$ cat src/rtl/timekeeper_pkg.sv
// timekeeper_pkg
// Shared types, field widths and small arithmetic helpers for the
// timekeeper/alarm core and its per-alarm channel.
//   alarm_state_t : per-alarm FSM state (OFF, ARMED, RINGING, SNOOZED)
//   SEC_W/MIN_W/HR_W : widths of the seconds/minutes/hours fields
//   CNT_W            : width of the ring-timeout and snooze counters
//   hour_max()       : largest hour value for the selected hour range
//   inc_mod60()      : +1 with wrap 59 -> 0
//   inc_hour()       : +1 with wrap at the supplied maximum hour
package timekeeper_pkg;

    localparam int SEC_W = 6;
    localparam int MIN_W = 6;
    localparam int HR_W  = 5;
    localparam int CNT_W = 4;

    typedef enum logic [1:0] {
        AL_OFF     = 2'd0,
        AL_ARMED   = 2'd1,
        AL_RINGING = 2'd2,
        AL_SNOOZED = 2'd3
    } alarm_state_t;

    function automatic logic [HR_W-1:0] hour_max(input bit hour_24);
        return hour_24 ? 5'd23 : 5'd11;
    endfunction

    function automatic logic [5:0] inc_mod60(input logic [5:0] v);
        return (v >= 6'd59) ? 6'd0 : v + 6'd1;
    endfunction

    function automatic logic [HR_W-1:0] inc_hour(input logic [HR_W-1:0] v,
                                                  input logic [HR_W-1:0] hmax);
        return (v >= hmax) ? '0 : v + 5'd1;
    endfunction

endpackage

$ cat src/rtl/timekeeper_alarm_core_alarm_channel.sv
// alarm_channel
// One alarm: its programmed hour/minute, a rising-edge match detector
// against the running wall time, the OFF/ARMED/RINGING/SNOOZED state
// machine and its ring-timeout and snooze counters.
// Ports:
//   clk, reset                 clock, synchronous active-high reset
//   seconds_i/minutes_i/hours_i current (registered) wall time
//   minute_roll_i              one-cycle pulse when seconds wrap 59 -> 0
//   sel_hit_i                  this channel is the one addressed by al_sel
//   al_adj_min_i/al_adj_hr_i   alarm time set pulses (qualified by sel_hit_i)
//   al_toggle_i                arm/disarm pulse (qualified by sel_hit_i)
//   snooze_i/dismiss_i         global pulses
//   al_minutes_o/al_hours_o    programmed alarm time
//   enabled_o                  state is not OFF
//   ringing_o                  state is RINGING
module alarm_channel
    import timekeeper_pkg::*;
#(
    parameter int HOUR_24          = 0,
    parameter int ALARM_STEP_MIN   = 10,
    parameter int SNOOZE_MIN       = 5,
    parameter int RING_TIMEOUT_MIN = 10
) (
    input  logic             clk,
    input  logic             reset,
    input  logic [SEC_W-1:0] seconds_i,
    input  logic [MIN_W-1:0] minutes_i,
    input  logic [HR_W-1:0]  hours_i,
    input  logic             minute_roll_i,
    input  logic             sel_hit_i,
    input  logic             al_adj_min_i,
    input  logic             al_adj_hr_i,
    input  logic             al_toggle_i,
    input  logic             snooze_i,
    input  logic             dismiss_i,
    output logic [MIN_W-1:0] al_minutes_o,
    output logic [HR_W-1:0]  al_hours_o,
    output logic             enabled_o,
    output logic             ringing_o
);

    localparam logic [HR_W-1:0]  HMAX       = hour_max(HOUR_24 != 0);
    localparam logic [MIN_W:0]   STEP_MOD   = (MIN_W+1)'(ALARM_STEP_MIN % 60);
    localparam logic [CNT_W-1:0] RING_LOAD  = CNT_W'(RING_TIMEOUT_MIN);
    localparam logic [CNT_W-1:0] SNZ_LOAD   = CNT_W'(SNOOZE_MIN);

    logic [MIN_W-1:0] al_min_q, al_min_d;
    logic [HR_W-1:0]  al_hr_q,  al_hr_d;
    logic             match_q;
    logic             match;
    logic             match_rise;
    alarm_state_t     state_q, state_d;
    logic [CNT_W-1:0] ring_cnt_q, ring_cnt_d;
    logic [CNT_W-1:0] snz_cnt_q,  snz_cnt_d;
    logic             enabled_q, ringing_q;
    logic [MIN_W:0]   al_min_sum;
    logic             toggle;

    assign toggle     = al_toggle_i & sel_hit_i;
    assign match      = (hours_i == al_hr_q) && (minutes_i == al_min_q) && (seconds_i == '0);
    // Edge detect so a match held for a whole second (or reached by the set
    // buttons) fires exactly once.
    assign match_rise = match & ~match_q;
    assign al_min_sum = {1'b0, al_min_q} + STEP_MOD;

    // Alarm time registers: the step wraps within the hour and never carries.
    always_comb begin
        al_min_d = al_min_q;
        al_hr_d  = al_hr_q;
        if (sel_hit_i && al_adj_min_i) begin
            al_min_d = (al_min_sum >= 7'd60) ? MIN_W'(al_min_sum - 7'd60)
                                             : al_min_sum[MIN_W-1:0];
        end
        if (sel_hit_i && al_adj_hr_i) begin
            al_hr_d = inc_hour(al_hr_q, HMAX);
        end
    end

    // Next-state logic; branch order encodes toggle > dismiss > snooze > timeout/match.
    always_comb begin
        state_d    = state_q;
        ring_cnt_d = ring_cnt_q;
        snz_cnt_d  = snz_cnt_q;
        unique case (state_q)
            AL_OFF: begin
                if (toggle) state_d = AL_ARMED;
            end
            AL_ARMED: begin
                if (toggle) begin
                    state_d = AL_OFF;
                end else if (dismiss_i || snooze_i) begin
                    state_d = AL_ARMED;
                end else if (match_rise) begin
                    state_d    = AL_RINGING;
                    ring_cnt_d = RING_LOAD;
                end
            end
            AL_RINGING: begin
                if (toggle) begin
                    state_d = AL_OFF;
                end else if (dismiss_i) begin
                    state_d = AL_ARMED;
                end else if (snooze_i) begin
                    state_d   = AL_SNOOZED;
                    snz_cnt_d = SNZ_LOAD;
                end else if (minute_roll_i) begin
                    // Auto-dismiss once the last unattended minute elapses.
                    if (ring_cnt_q <= 4'd1) begin
                        ring_cnt_d = '0;
                        state_d    = AL_ARMED;
                    end else begin
                        ring_cnt_d = ring_cnt_q - 4'd1;
                    end
                end
            end
            AL_SNOOZED: begin
                if (toggle) begin
                    state_d = AL_OFF;
                end else if (dismiss_i) begin
                    state_d = AL_ARMED;
                end else if (minute_roll_i) begin
                    if (snz_cnt_q <= 4'd1) begin
                        snz_cnt_d  = '0;
                        state_d    = AL_RINGING;
                        ring_cnt_d = RING_LOAD;
                    end else begin
                        snz_cnt_d = snz_cnt_q - 4'd1;
                    end
                end
            end
            default: state_d = AL_OFF;
        endcase
    end

    always_ff @(posedge clk) begin
        if (reset) begin
            al_min_q   <= '0;
            al_hr_q    <= '0;
            match_q    <= 1'b0;
            state_q    <= AL_OFF;
            ring_cnt_q <= '0;
            snz_cnt_q  <= '0;
            enabled_q  <= 1'b0;
            ringing_q  <= 1'b0;
        end else begin
            al_min_q   <= al_min_d;
            al_hr_q    <= al_hr_d;
            match_q    <= match;
            state_q    <= state_d;
            ring_cnt_q <= ring_cnt_d;
            snz_cnt_q  <= snz_cnt_d;
            enabled_q  <= (state_d != AL_OFF);
            ringing_q  <= (state_d == AL_RINGING);
        end
    end

    assign al_minutes_o = al_min_q;
    assign al_hours_o   = al_hr_q;
    assign enabled_o    = enabled_q;
    assign ringing_o    = ringing_q;

endmodule

$ cat src/rtl/timekeeper_alarm_core.sv
// timekeeper_alarm_core
// Wall-clock timekeeper (seconds/minutes/hours with carries, 12 h or 24 h
// range) plus NUM_ALARMS independent alarm channels and a gated buzzer.
// Ports:
//   clk, reset                      clock, synchronous active-high reset
//   sec_tick_i, tone_tick_i         1 Hz pulse, 2x tone-frequency pulse
//   adj_sec_i/adj_min_i/adj_hr_i    time set pulses
//   al_sel_i                        alarm addressed by the al_* pulses
//   al_adj_min_i/al_adj_hr_i        alarm time set pulses
//   al_toggle_i                     arm/disarm the selected alarm
//   snooze_i, dismiss_i             global alarm pulses
//   seconds_o/minutes_o/hours_o     wall time
//   al_minutes_o/al_hours_o         packed alarm times, alarm 0 in the LSBs
//   al_enabled_o, al_ringing_o      per-alarm status bits
//   buzzer_out_o                    gated tone, 1 s on / 1 s off while ringing
module timekeeper_alarm_core
    import timekeeper_pkg::*;
#(
    parameter int NUM_ALARMS       = 2,
    parameter int HOUR_24          = 0,
    parameter int ALARM_STEP_MIN   = 10,
    parameter int SNOOZE_MIN       = 5,
    parameter int RING_TIMEOUT_MIN = 10
) (
    input  logic                        clk,
    input  logic                        reset,
    input  logic                        sec_tick_i,
    input  logic                        tone_tick_i,
    input  logic                        adj_sec_i,
    input  logic                        adj_min_i,
    input  logic                        adj_hr_i,
    input  logic [1:0]                  al_sel_i,
    input  logic                        al_adj_min_i,
    input  logic                        al_adj_hr_i,
    input  logic                        al_toggle_i,
    input  logic                        snooze_i,
    input  logic                        dismiss_i,
    output logic [SEC_W-1:0]            seconds_o,
    output logic [MIN_W-1:0]            minutes_o,
    output logic [HR_W-1:0]             hours_o,
    output logic [MIN_W*NUM_ALARMS-1:0] al_minutes_o,
    output logic [HR_W*NUM_ALARMS-1:0]  al_hours_o,
    output logic [NUM_ALARMS-1:0]       al_enabled_o,
    output logic [NUM_ALARMS-1:0]       al_ringing_o,
    output logic                        buzzer_out_o
);

    localparam logic [HR_W-1:0] HMAX = hour_max(HOUR_24 != 0);

    logic [SEC_W-1:0] sec_q, sec_d;
    logic [MIN_W-1:0] min_q, min_d;
    logic [HR_W-1:0]  hr_q,  hr_d;
    logic             sec_wrap;
    logic             min_wrap;
    logic             minute_roll;
    logic             any_ring;
    logic             beat_q, beat_d;
    logic             tone_q;
    logic             buzzer_q;

    // adj_sec swallows the tick, so it also kills the carry out of seconds.
    // An adjust on a field overrides an incoming carry into that field.
    assign sec_wrap    = sec_tick_i && !adj_sec_i && (sec_q == 6'd59);
    assign min_wrap    = sec_wrap && !adj_min_i && (min_q == 6'd59);
    assign minute_roll = sec_wrap;

    always_comb begin
        sec_d = sec_q;
        min_d = min_q;
        hr_d  = hr_q;
        if (adj_sec_i) begin
            sec_d = '0;
        end else if (sec_tick_i) begin
            sec_d = inc_mod60(sec_q);
        end
        if (adj_min_i || sec_wrap) begin
            min_d = inc_mod60(min_q);
        end
        if (adj_hr_i || min_wrap) begin
            hr_d = inc_hour(hr_q, HMAX);
        end
    end

    always_ff @(posedge clk) begin
        if (reset) begin
            sec_q <= '0;
            min_q <= '0;
            hr_q  <= '0;
        end else begin
            sec_q <= sec_d;
            min_q <= min_d;
            hr_q  <= hr_d;
        end
    end

    assign seconds_o = sec_q;
    assign minutes_o = min_q;
    assign hours_o   = hr_q;

    generate
        for (genvar gi = 0; gi < NUM_ALARMS; gi++) begin : g_alarm
            logic [MIN_W-1:0] ch_min;
            logic [HR_W-1:0]  ch_hr;
            logic             ch_en;
            logic             ch_ring;
            logic             sel_hit;

            // al_sel values at or above NUM_ALARMS match no channel.
            assign sel_hit = (al_sel_i == 2'(gi));

            alarm_channel #(
                .HOUR_24          (HOUR_24),
                .ALARM_STEP_MIN   (ALARM_STEP_MIN),
                .SNOOZE_MIN       (SNOOZE_MIN),
                .RING_TIMEOUT_MIN (RING_TIMEOUT_MIN)
            ) u_channel (
                .clk           (clk),
                .reset         (reset),
                .seconds_i     (sec_q),
                .minutes_i     (min_q),
                .hours_i       (hr_q),
                .minute_roll_i (minute_roll),
                .sel_hit_i     (sel_hit),
                .al_adj_min_i  (al_adj_min_i),
                .al_adj_hr_i   (al_adj_hr_i),
                .al_toggle_i   (al_toggle_i),
                .snooze_i      (snooze_i),
                .dismiss_i     (dismiss_i),
                .al_minutes_o  (ch_min),
                .al_hours_o    (ch_hr),
                .enabled_o     (ch_en),
                .ringing_o     (ch_ring)
            );

            assign al_minutes_o[gi*MIN_W +: MIN_W] = ch_min;
            assign al_hours_o[gi*HR_W +: HR_W]     = ch_hr;
            assign al_enabled_o[gi]                = ch_en;
            assign al_ringing_o[gi]                = ch_ring;
        end
    endgenerate

    // Buzzer: beat gives the 1 s on / 1 s off cadence, tone the audio square
    // wave; beat restarts from 0 each time ringing begins.
    assign any_ring = |al_ringing_o;

    always_comb begin
        beat_d = beat_q;
        if (!any_ring) begin
            beat_d = 1'b0;
        end else if (sec_tick_i) begin
            beat_d = ~beat_q;
        end
    end

    always_ff @(posedge clk) begin
        if (reset) begin
            beat_q   <= 1'b0;
            tone_q   <= 1'b0;
            buzzer_q <= 1'b0;
        end else begin
            beat_q   <= beat_d;
            tone_q   <= tone_q ^ tone_tick_i;
            buzzer_q <= any_ring & beat_q & tone_q;
        end
    end

    assign buzzer_out_o = buzzer_q;

endmodule
$ cat config.mk
export PLATFORM = sky130hd
export DESIGN_NAME = timekeeper_alarm_core
export DESIGN_NICKNAME = d
export VERILOG_FILES = /design/src/rtl/timekeeper_pkg.sv /design/src/rtl/timekeeper_alarm_core_alarm_channel.sv /design/src/rtl/timekeeper_alarm_core.sv
export SDC_FILE = /design/constraint.sdc
export NUM_CORES = 1
export LEC_CHECK = 0
export BUFFER_PORTS_ARGS = -buffer_cell sky130_fd_sc_hd__buf_2
export CAP_MARGIN = 5
export CORE_MARGIN = 3
export CORE_UTILIZATION = 52
export CTS_CLUSTER_DIAMETER = 100
export CTS_CLUSTER_SIZE = 30
export DETAILED_ROUTE_END_ITERATION = 10
export PLACE_DENSITY_LB_ADDON = 0.12
export SETUP_SLACK_MARGIN = 0.05
export SYNTH_ARGS = -nofsm -noshare
export SYNTH_HDL_FRONTEND = slang
export SYNTH_SLANG_ARGS = --single-unit
$ cat constraint.sdc
create_clock -name clk -period 1.8 [get_ports clk]
set_input_delay 0.36 -clock clk [delete_from_list [all_inputs] [get_ports clk]]
set_output_delay 0.36 -clock clk [all_outputs]
set_load 0.005 [all_outputs]
==> qor.csv, run 1 <==
stage;metric;value;unit
die;dieHeight;92.4;um
synth;netlist_area;0.00388;mm^2
synth;ys.warnings.count;0;
die;io_pins;58;
grt;global_route.usage.met3;5.20;%
worst_setup_path;crit_family;simple AND/OR/NAND/NOR gates;
grt;wire_length_of_the_first_global_routing_pass;17100;um
timing;finClkSkew;9.91;ps
timing;report.final.setup_viol;2;
timing;slew_violations;0;
synth;asyncSetResetFlopFracSynth;0;%
run_status;outcome;complete, but fails checks;
timing;rel_slew_slack;66.1;%
worst_setup_path;cp_max_fo;5;
pwr;powerDensity;657;mW/mm^2
clocking;clockBufferDepth;2;
grt;vias_in_the_first_global_route;3802;
pwr;design_power_total;3.56;mW
layout;multi_input_comb_area;0.00268;mm^2
min_path;min_delay_worst_endpoint;tone_q$_SDFF_PP0_;
grt;grt_use_met2;45.0;%
min_path;hold_start;tone_tick_i;
clocking;htree_levels;3;
synth;postSynthRegisterBits;66;
layout;drive_gt1_share;39.1;%
run_status;violations_in_the_final_reports;negative setup slack;
pwr;ir_drop;0.000426;V
placement;dpl_cell_area;0.00477;mm^2
synth;synth_edf_count;0;
synth;synth_top_flop_cell;sky130_fd_sc_hd__dfxtp_1;
timing;final-hold-violation-count;0;
routing;detail_route.wirelength;10500;um
synth;post_synth_main_area_contributors;sky130_fd_sc_hd__dfxtp_1 34%, sky130_fd_sc_hd__xnor2_1 7.9%, sky130_fd_sc_hd__ha_1 6.4%, sky130_fd_sc_hd__nor2_1 6.3%, sky130_fd_sc_hd__a21oi_1 4.4%;
worst_setup_path;arrival_worst_endpoint;2120;ps
routing;post_drt_via_cell_ratio;5.51;
layout;ff_latch_area;0.00136;mm^2
die;floorplan.initialDensity;55.3;%
die;core_area;0.00702;mm^2
clocking;clk_latency;350;ps
clocking;numCtsBuffers;9;
placement;portBuffers;55;
routing;drt-pass1-iter-count;4;
placement;gp_congestion;0.875;
layout;final_net_count;637;
run;maxCapViolCount;0;
worst_setup_path;buf_inv_stages_crit_path;0;
min_path;min-delay-path-class;primary input to register;
worst_setup_path;critical_path.startpoint;seconds_o[1]$_SDFFE_PP0P_;
layout;post_layout_nonfiller_instances;704;
worst_setup_path;crit_path_cell_trace;ha_4, and4bb_4, nand2_4, or4_4, or3_4, a21oi_2;
grt;grt.busiest_layer;met2;
clocking;tritoncts;done;
worst_setup_path;rrSetupSlack;-30;ps
timing;max_freq;546;MHz
synth;synthDominantCellAreaShare;34.0;%
worst_setup_path;required;2080;ps
layout;synthToLayoutAreaGrowth;39.6;%
grt;grt.total_usage;24.4;%
worst_setup_path;critPathKind;register to register;
grt;initial_antenna_violation_count;0;
routing;detail-route-antenna-nets;0;
timing;timing.final.crit_share;102;%
synth;number_of_instances_in_the_synthesized_netlist;477;
clocking;cts_num_sinks;66;
routing;detail_route.wl_per_cell;15.0;um
synth;synth-seq-area-share;34.0;%
worst_setup_path;cp-end-kind;register;
placement;dp.cells;680;
timing;actual_slew_at_the_worst_max_slew_pin;503;ps
layout;postLayoutCellArea;0.00542;mm^2
clocking;cts_hold_buf;0;
timing;finalCriticalPeriod;1830;ps
clocking;clock-root-buffer;sky130_fd_sc_hd__clkbuf_8;
synth;syn-mean-instance-area;8.14;um^2
synth;synth_top_area_cell;sky130_fd_sc_hd__dfxtp_1;
routing;detail_route.drc_violations;0;
layout;antenna_cells;0;
synth;post_synth_num_cell_types;64;
worst_setup_path;rr_endpoint;g_alarm[0].u_channel.ring_cnt_q[2]$_SDFFE_PP0P_;
die;die_x;92.4;um
timing;final.setup.worst_slack;-32.1;ps
clocking;worst_setup_hold_path_clk_slew;80;ps
worst_setup_path;worstSetupStartpointType;register;
min_path;hold_depth;3;
timing;unrepaired_setup_endpoints_after_global_routing;true;
routing;detailroute.via_count;3877;
die;die-area;0.00854;mm^2
worst_setup_path;critical-path-max-stage-delay;460;ps
die;rows;30;
routing;detail_route.iter0.violations;142;
pwr;leakage;2.32;nW
worst_setup_path;critical_path_top_delay_cell;sky130_fd_sc_hd__or4_4;
grt;groute.layer.met1.usage;27.9;%
grt;largest_net_degree_at_the_start_of_global_routing;23;
worst_setup_path;reg2regPathDepth;6;
placement;dpl.hpwl;7390;um
layout;fillerInstances;511;
grt;grt-ovfl-total;0;
worst_setup_path;regToRegStartpoint;seconds_o[1]$_SDFFE_PP0P_;
## sequential cells by signal, indices dropped and copies added, names as in the netlist
register,cells
tone_q,1
g_alarm.u_channel.match_q,2
g_alarm.u_channel.al_minutes_o,10
g_alarm.u_channel.state_q,4
g_alarm.u_channel.snz_cnt_q,8
g_alarm.u_channel.ring_cnt_q,8
g_alarm.u_channel.ringing_o,2
seconds_o,6
buzzer_out_o,1
minutes_o,6
g_alarm.u_channel.al_hours_o,10
beat_q,1
hours_o,5
g_alarm.u_channel.enabled_o,2
## power by group
| part | internal (mW) | total, mW | switching (mW) |
|---|---|---|---|
| combinational | 0.246 | 0.507 | 0.261 |
| clock | 0.920 | 1.52 | 0.600 |
| sequential | 1.49 | 1.53 | 0.0429 |
| total | 2.66 | 3.56 | 0.904 |
## logic make-up (layout without fill, tap and decap cells)
| family | Yosys count | count (layout) | synth area share (%) |
|---|---|---|---|
| xor+xnor | 47 | 47 | 10.6 |
| flops | 66 | 66 | 34.0 |
| mux | 6 | 6 | 1.55 |
| buf+inv | 49 | 179 | 5.80 |
| simple gates | 181 | 181 | 23.7 |
| other cells | 1 | 2 | 0.0966 |
| compound gates | 107 | 107 | 17.8 |
| fa+ha+maj | 20 | 20 | 6.45 |
## Yosys cell counts, types with 4 or more instances
library cell	number
sky130_fd_sc_hd__xnor2_1	35
sky130_fd_sc_hd__nor3_1	11
sky130_fd_sc_hd__a21boi_0	5
sky130_fd_sc_hd__a21oi_1	34
sky130_fd_sc_hd__nor3b_1	4
sky130_fd_sc_hd__ha_1	20
sky130_fd_sc_hd__a211oi_1	4
sky130_fd_sc_hd__inv_1	22
sky130_fd_sc_hd__dfxtp_1	66
sky130_fd_sc_hd__nor4_1	6
sky130_fd_sc_hd__mux2i_1	6
sky130_fd_sc_hd__buf_4	6
sky130_fd_sc_hd__o31ai_1	4
sky130_fd_sc_hd__buf_2	5
sky130_fd_sc_hd__xor2_1	12
sky130_fd_sc_hd__nor2b_1	9
sky130_fd_sc_hd__nor2_1	65
sky130_fd_sc_hd__o21ai_0	22
sky130_fd_sc_hd__nand2_1	32
sky130_fd_sc_hd__nand4_1	10
sky130_fd_sc_hd__or2_2	4
sky130_fd_sc_hd__nand3b_1	5
sky130_fd_sc_hd__a211o_1	4
sky130_fd_sc_hd__a31oi_1	6
sky130_fd_sc_hd__nand3_1	8
sky130_fd_sc_hd__o211ai_1	5
sky130_fd_sc_hd__clkbuf_1	12
## how the worst max path moves through the flow
stage / to / slack [ps] / cells past startpoint
6_report: g_alarm[0].u_channel.ring_cnt_q[2]$_SDFFE_PP0P_ / -30 / 6
5_1_grt: g_alarm[1].u_channel.ring_cnt_q[3]$_SDFFE_PP0P_ / -90 / 7
4_1_cts: g_alarm[0].u_channel.ring_cnt_q[2]$_SDFFE_PP0P_ / -8 / 6
3_5_place_dp: g_alarm[1].u_channel.ring_cnt_q[1]$_SDFFE_PP0P_ / -150 / 8
3_3_place_gp: g_alarm[1].u_channel.ring_cnt_q[3]$_SDFFE_PP0P_ / -80 / 7
2_1_floorplan: g_alarm[1].u_channel.ring_cnt_q[1]$_SDFFE_PP0P_ / 10 / 8
## routing by layer
metal	up-vias	part of all wire, %
met5	-	0
met4	0	1.6
met3	19	3.8
met2	89	52
met1	1853	43
li1	1916	-
## stage by stage
stage	utilization [%]	hold slack (ps)	TNS [ps]	worst slack (ps)
after global routing	77.2	272	-575	-91.7
after CTS	73.9	260	-8.37	-8.37
after global placement	68.0	433	-481	-80.6
after floorplan	-	423	0	10.9
after detailed placement	68.0	439	-1290	-147
final	77.2	260	-37.8	-32.1
## worst register-to-register path, stage by stage (launching register included)
cell and delay, ps:
sky130_fd_sc_hd__dfxtp_4 370, sky130_fd_sc_hd__ha_4 130, sky130_fd_sc_hd__and4bb_4 290, sky130_fd_sc_hd__nand2_4 70
sky130_fd_sc_hd__or4_4 460, sky130_fd_sc_hd__or3_4 350, sky130_fd_sc_hd__a21oi_2 110
## layout make-up
class | instances | area share [%]
clock inverters | 7 | 2.17
repair buffers | 141 | 17.2
multi-input cells | 363 | 49.5
inverters | 22 | 1.57
well taps | 96 | 2.22
flip-flops and latches | 66 | 25.1
clock buffers | 9 | 2.29
## placed cells by master, fill, tap and decap left out, drive strengths merged, types with 8 or more instances in the layout
cell    instances
inv            22
ha             20
dfxtp          66
nand2          33
nor3           11
clkbuf          9
xnor2          35
a21oi          34
buf           141
xor2           12
o21ai          22
nand3           8
nor2           65
nor2b           9
nand4          10
## repair_timing
item | in CTS | in global routing
buffers inserted | 4 | 5
setup endpoints to repair | 29 | 34
resized for setup | 38 | 59
pin swaps | 13 | 27
cloned | 0 | 0
No activity file was read; power rests on OpenSTA's default activity.
==> run 2: changes to the inputs <==
--- a/config.mk
+++ b/config.mk
@@ -13,6 +13,7 @@
 export CTS_CLUSTER_SIZE = 30
 export DETAILED_ROUTE_END_ITERATION = 10
 export PLACE_DENSITY_LB_ADDON = 0.12
+export RECOVER_POWER = 50
 export SETUP_SLACK_MARGIN = 0.05
 export SYNTH_ARGS = -nofsm -noshare
 export SYNTH_HDL_FRONTEND = slang
==> run 2 against run 1 <==
Against the previous run: the run still ends with negative setup slack left; cell area down 0.67%; routed wire length about the same; clock skew up 0.62 ps; clock power about the same; highest routed layer unchanged.
==> qor.csv, run 2 (synthesis results as in run 1) <==
stage;metric;value;unit
pwr;internal_cell_power;2.65;mW
timing;rel_slew_slack;66.2;%
placement;gp_congestion;0.875;
clocking;clk_latency;350;ps
timing;final-hold-violation-count;0;
worst_setup_path;buf_inv_stages_crit_path;0;
timing;report.final.setup_viol;2;
timing;finClkSkew;10.5;ps
run_status;violations_in_the_final_reports;negative setup slack;
clocking;numCtsBuffers;9;
layout;synthToLayoutAreaGrowth;38.7;%
clocking;htree_levels;3;
die;die-area;0.00854;mm^2
timing;actual_slew_at_the_worst_max_slew_pin;501;ps
routing;post_drt_via_cell_ratio;5.51;
grt;vias_in_the_first_global_route;3802;
clocking;tritoncts;done;
timing;finalCriticalPeriod;1830;ps
worst_setup_path;cp_max_fo;5;
clocking;clock-root-buffer;sky130_fd_sc_hd__clkbuf_8;
grt;initial_antenna_violation_count;0;
layout;fillerInstances;524;
clocking;cts_hold_buf;0;
placement;dpl.hpwl;7390;um
timing;timing.final.crit_share;102;%
timing;holdWs;258;ps
grt;groute.layer.met1.usage;27.9;%
clocking;clockBufferDepth;2;
grt;grt_use_met2;45.0;%
pwr;share_comb_of_total_power;14.1;%
die;core_area;0.00702;mm^2
grt;grt-ovfl-total;0;
run_status;outcome;complete, but fails checks;
routing;detail_route.wl_per_cell;15.0;um
layout;drive_gt1_share;36.3;%
layout;final_cell_mix;78 x sky130_fd_sc_hd__buf_4, 61 x sky130_fd_sc_hd__nor2_1, 53 x sky130_fd_sc_hd__dfxtp_1, 49 x sky130_fd_sc_hd__buf_2;
pwr;clock_power_share;42.7;%
worst_setup_path;arrival_worst_endpoint;2110;ps
routing;detail_route.wirelength;10600;um
pwr;leakage;2.27;nW
timing;unrepaired_setup_endpoints_after_global_routing;true;
pwr;ir_drop;0.000426;V
clocking;cts_num_sinks;66;
die;rows;30;
worst_setup_path;crit_path_cell_trace;ha_4, and4bb_4, nand2_4, or4_4, or3_4, a21oi_2;
grt;wire_length_of_the_first_global_routing_pass;17100;um
die;io_pins;58;
timing;slew_violations;0;
layout;most_common_cell_after_layout_fill_and_taps_aside;sky130_fd_sc_hd__buf_4;
layout;antenna_cells;0;
worst_setup_path;worstSetupStartpointType;register;
pwr;power.share.switching;25.4;%
pwr;powerDensity;661;mW/mm^2
worst_setup_path;crit_family;simple AND/OR/NAND/NOR gates;
routing;drt-pass1-iter-count;4;
die;dieHeight;92.4;um
worst_setup_path;required;2080;ps
placement;portBuffers;55;
placement;detailedPlace.worstSlack;-147;ps
grt;largest_net_degree_at_the_start_of_global_routing;23;
pwr;seqPwrFrac;43.1;%
timing;final.setup.worst_slack;-29.2;ps
worst_setup_path;critPathKind;register to register;
routing;detail_route.drc_violations;0;
worst_setup_path;cp-end-kind;register;
routing;detail_route.iter0.violations;121;
grt;grt.busiest_layer;met2;
grt;grt.total_usage;24.4;%
layout;final_net_count;637;
min_path;min-delay-path-class;primary input to register;
run;maxCapViolCount;0;
die;floorplan.initialDensity;55.3;%
routing;detailroute.via_count;3878;
clocking;worst_setup_hold_path_clk_slew;80;ps
grt;global_route.usage.met3;5.20;%
die;die_x;92.4;um
worst_setup_path;critical-path-max-stage-delay;460;ps
timing;max_freq;547;MHz
worst_setup_path;critical_path_top_delay_cell;sky130_fd_sc_hd__or4_4;
pwr;p_switching;0.905;mW
routing;detail-route-antenna-nets;0;
==> run 2: per-stage QoR <==
stage / TNS [ps] / instance area (um^2) / power (mW) / util, % / std cells
after floorplan: 0 / 3950 / 1.80 / - / 478
after global placement: -481 / 4770 / 1.97 / 68.0 / 680
after detailed placement: -1290 / 4770 / 1.98 / 68.0 / 680
after CTS: -8.37 / 5190 / 3.53 / 73.9 / 699
after global routing: -707 / 5380 / 3.69 / 76.7 / 704
final: -42.9 / 5380 / 3.56 / 76.7 / 704
==> run 2: final cells by class <==
class                   count  area (um^2)  share of cell area, %
well taps                  96          120                   2.23
clock buffers               9          124                   2.30
inverters                  22         85.1                   1.58
clock inverters             7          118                   2.19
repair buffers            141          906                   16.8
multi-input cells         363         2680                   49.8
flip-flops and latches     66         1350                   25.0
==> run 2: worst paths after layout <==
path | start | end | slack [ps] | depth (start not counted)
max | seconds_o[1]$_SDFFE_PP0P_ | g_alarm[0].u_channel.ring_cnt_q[2]$_SDFFE_PP0P_ | -30 | 6
max reg2reg | seconds_o[1]$_SDFFE_PP0P_ | g_alarm[0].u_channel.ring_cnt_q[2]$_SDFFE_PP0P_ | -30 | 6
min | tone_tick_i | tone_q$_SDFF_PP0_ | 260 | 3
min reg2reg | tone_q$_SDFF_PP0_ | buzzer_out_o$_SDFF_PP0_ | 450 | 2
==> run 2: worst reg2reg max path, delay by kind of cell, from the launching register on <==
kind / cells / cell delay, ps
AND/OR/NAND/NOR: 4 / 1170
flip-flops: 1 / 370
adder cells (fa/ha/maj): 1 / 130
AO/OA/AOI/OAI: 1 / 110
==> run 2: routing by layer <==
metal  share of wire, %  vias to the layer above  wire length, um
met3                4.3                       15              454
met2                 52                       84             5510
met4                1.4                        0              144
met5                  0                        -                0
met1                 42                     1858             4440
li1                   -                     1921                -
==> run 2: repair_timing <==
item / 4_1_cts / 5_1_grt
endpoints found under the setup margin: 29 / 34
setup buffers: 4 / 5
gates resized for setup: 38 / 59
pin swaps: 13 / 27
==> run 2: power groups by stage <==
stage | combinational, mW | sequential, mW | clock (mW)
floorplan | 0.242 | 1.56 | 0
global placement | 0.409 | 1.56 | 0
detailed placement | 0.419 | 1.57 | 0
CTS | 0.469 | 1.53 | 1.53
global route | 0.544 | 1.54 | 1.60
finish | 0.503 | 1.53 | 1.52
==> run 3: changes to the inputs <==
==> constraint.sdc (replaced) <==
create_clock -name clk -period 1.8 [get_ports clk]
set_input_delay 0.36 -clock clk [delete_from_list [all_inputs] [get_ports clk]]
set_output_delay 0.36 -clock clk [all_outputs]
set_load 0.01 [all_outputs]
==> run 3 against run 2 <==
Against the previous run: the run still ends with negative setup slack left; die area is the same; critical path depth grew 1; sequential power is essentially flat; non-clock buffer count shrank 1; register-to-register slack lost 80 ps; count of clock-buffer cells in the layout grew 3; critical endpoint is now g_alarm[1].u_channel.ring_cnt_q[3]$_SDFFE_PP0P_; largest cell class unchanged; largest power group unchanged.
==> qor.csv, run 3 (synthesis results as in run 1) <==
stage;metric;value;unit
layout;fillerInstances;516;
placement;portBuffers;55;
worst_setup_path;crit_family;compound AO/OA/AOI/OAI gates;
layout;layout.core_utilization;77.6;%
routing;detail_route.wl_per_cell;15.4;um
clocking;worst_setup_hold_path_clk_slew;80;ps
routing;detail_route.drc_violations;0;
timing;rel_slew_slack;60.2;%
die;dieHeight;92.4;um
layout;synthToLayoutAreaGrowth;40.4;%
worst_setup_path;critPathKind;register to register;
layout;final_cell_mix;77 x sky130_fd_sc_hd__buf_4, 60 x sky130_fd_sc_hd__nor2_1, 50 x sky130_fd_sc_hd__buf_2, 47 x sky130_fd_sc_hd__dfxtp_1, 33 x sky130_fd_sc_hd__xnor2_1;
timing;holdWs;264;ps
run_status;outcome;complete, but fails checks;
grt;initial_antenna_violation_count;0;
clocking;clockBufferDepth;2;
timing;finClkSkew;7.13;ps
pwr;ir_drop;0.000358;V
worst_setup_path;buf_inv_stages_crit_path;0;
worst_setup_path;cp-end-kind;register;
die;die_x;92.4;um
layout;ff_latch_area;0.00136;mm^2
timing;max_freq;525;MHz
clocking;numCtsBuffers;9;
timing;actual_slew_at_the_worst_max_slew_pin;596;ps
worst_setup_path;crit_path_cell_trace;ha_4, and4bb_4, nand4_1, a211o_1, o21bai_4, o21ai_2, a21oi_2;
timing;slew_violations;0;
grt;grt-ovfl-total;0;
pwr;leakage;2.28;nW
routing;post_drt_via_cell_ratio;5.51;
routing;detail_route.iter0.violations;133;
worst_setup_path;critical-path-max-stage-delay;390;ps
pwr;share_comb_of_total_power;15.6;%
pwr;seqPwrFrac;46.3;%
min_path;min-delay-path-class;primary input to register;
die;rows;30;
run;maxCapViolCount;0;
worst_setup_path;worstSetupStartpointType;register;
pwr;power.share.switching;27.5;%
clocking;cts_num_sinks;66;
die;floorplan.initialDensity;55.3;%
pwr;p_switching;0.913;mW
clocking;clock-root-buffer;sky130_fd_sc_hd__clkbuf_8;
layout;antenna_cells;0;
pwr;clock_power_share;38.2;%
worst_setup_path;arrival_worst_endpoint;2150;ps
placement;detailedPlace.worstSlack;-108;ps
placement;gp_congestion;0.844;
layout;drive_gt1_share;40.2;%
layout;most_common_cell_after_layout_fill_and_taps_aside;sky130_fd_sc_hd__buf_4;
worst_setup_path;critical_path.startpoint;seconds_o[0]$_SDFFE_PP0P_;
routing;detailroute.via_count;3871;
grt;grt.total_usage;24.8;%
timing;timing.final.crit_share;106;%
worst_setup_path;regToRegStartpoint;seconds_o[0]$_SDFFE_PP0P_;
placement;dpl.hpwl;7660;um
timing;report.final.setup_viol;7;
worst_setup_path;cp_max_fo;6;
timing;unrepaired_setup_endpoints_after_global_routing;true;
clocking;tritoncts;done;
grt;largest_net_degree_at_the_start_of_global_routing;19;
clocking;clk_latency;350;ps
timing;final-hold-violation-count;0;
pwr;design_power_total;3.32;mW
routing;drt-pass1-iter-count;4;
routing;detail-route-antenna-nets;0;
die;io_pins;58;
layout;multi_input_comb_area;0.00275;mm^2
run_status;violations_in_the_final_reports;negative setup slack;
die;die-area;0.00854;mm^2
layout;final_net_count;636;
pwr;internal_cell_power;2.40;mW
pwr;powerDensity;609;mW/mm^2
timing;finalCriticalPeriod;1910;ps
worst_setup_path;critical_path_top_delay_cell;sky130_fd_sc_hd__a211o_1;
grt;wire_length_of_the_first_global_routing_pass;17100;um
worst_setup_path;rrSetupSlack;-110;ps
timing;final.setup.worst_slack;-106;ps
worst_setup_path;required;2040;ps
grt;vias_in_the_first_global_route;3740;
die;core_area;0.00702;mm^2
clocking;htree_levels;3;
routing;detail_route.wirelength;10800;um
min_path;hold_start;tone_tick_i;
[run 3: worst paths after layout]
kind,end,cells after the start
max,g_alarm[1].u_channel.ring_cnt_q[3]$_SDFFE_PP0P_,7
min,tone_q$_SDFF_PP0_,3
max reg2reg,g_alarm[1].u_channel.ring_cnt_q[3]$_SDFFE_PP0P_,7
min reg2reg,buzzer_out_o$_SDFF_PP0_,2
[run 3: timing repair]
| action | in CTS | in global routing |
|---|---|---|
| pin swaps | 10 | 43 |
| gates resized for setup | 43 | 66 |
| cloned | 0 | 0 |
| hold buffers | 0 | 0 |
| setup endpoints to repair | 30 | 34 |
| setup buffers | 3 | 5 |
[run 3: metal layers]
metal	wire, um	GRT usage (%)
met2	5570	44.4
met1	4570	28.3
met5	0	0
met4	295	10.4
met3	369	5.20
[run 3: area by class of cell]
type / instances / share of cell area [%]
timing repair buffer: 140 / 17.0
sequential: 66 / 24.9
clock buffer: 12 / 3.26
inverter: 22 / 1.56
tap: 96 / 2.20
multi-input combinational: 363 / 50.5
clock inverter: 4 / 0.551
[run 3: tightest hold or removal path: stages]
cell and delay [ps]:
sky130_fd_sc_hd__buf_2 90, sky130_fd_sc_hd__xnor2_1 60, sky130_fd_sc_hd__nor2_1 70
[run 3: stage by stage]
step | TNS, ps | instances | instance area [um^2]
6_report | -370 | 703 | 5450
5_1_grt | -1340 | 703 | 5450
4_1_cts | -36.4 | 698 | 5180
3_5_place_dp | -1070 | 680 | 4790
3_3_place_gp | -409 | 680 | 4790
2_1_floorplan | -0.846 | 478 | 3950
[run 3: power by group through the flow]
stage / clock network (mW) / logic, mW / registers (mW)
floorplan: 0 / 0.249 / 1.57
global placement: 0 / 0.431 / 1.56
detailed placement: 0 / 0.440 / 1.56
CTS: 1.29 / 0.482 / 1.53
global route: 1.35 / 0.562 / 1.54
finish: 1.27 / 0.516 / 1.53
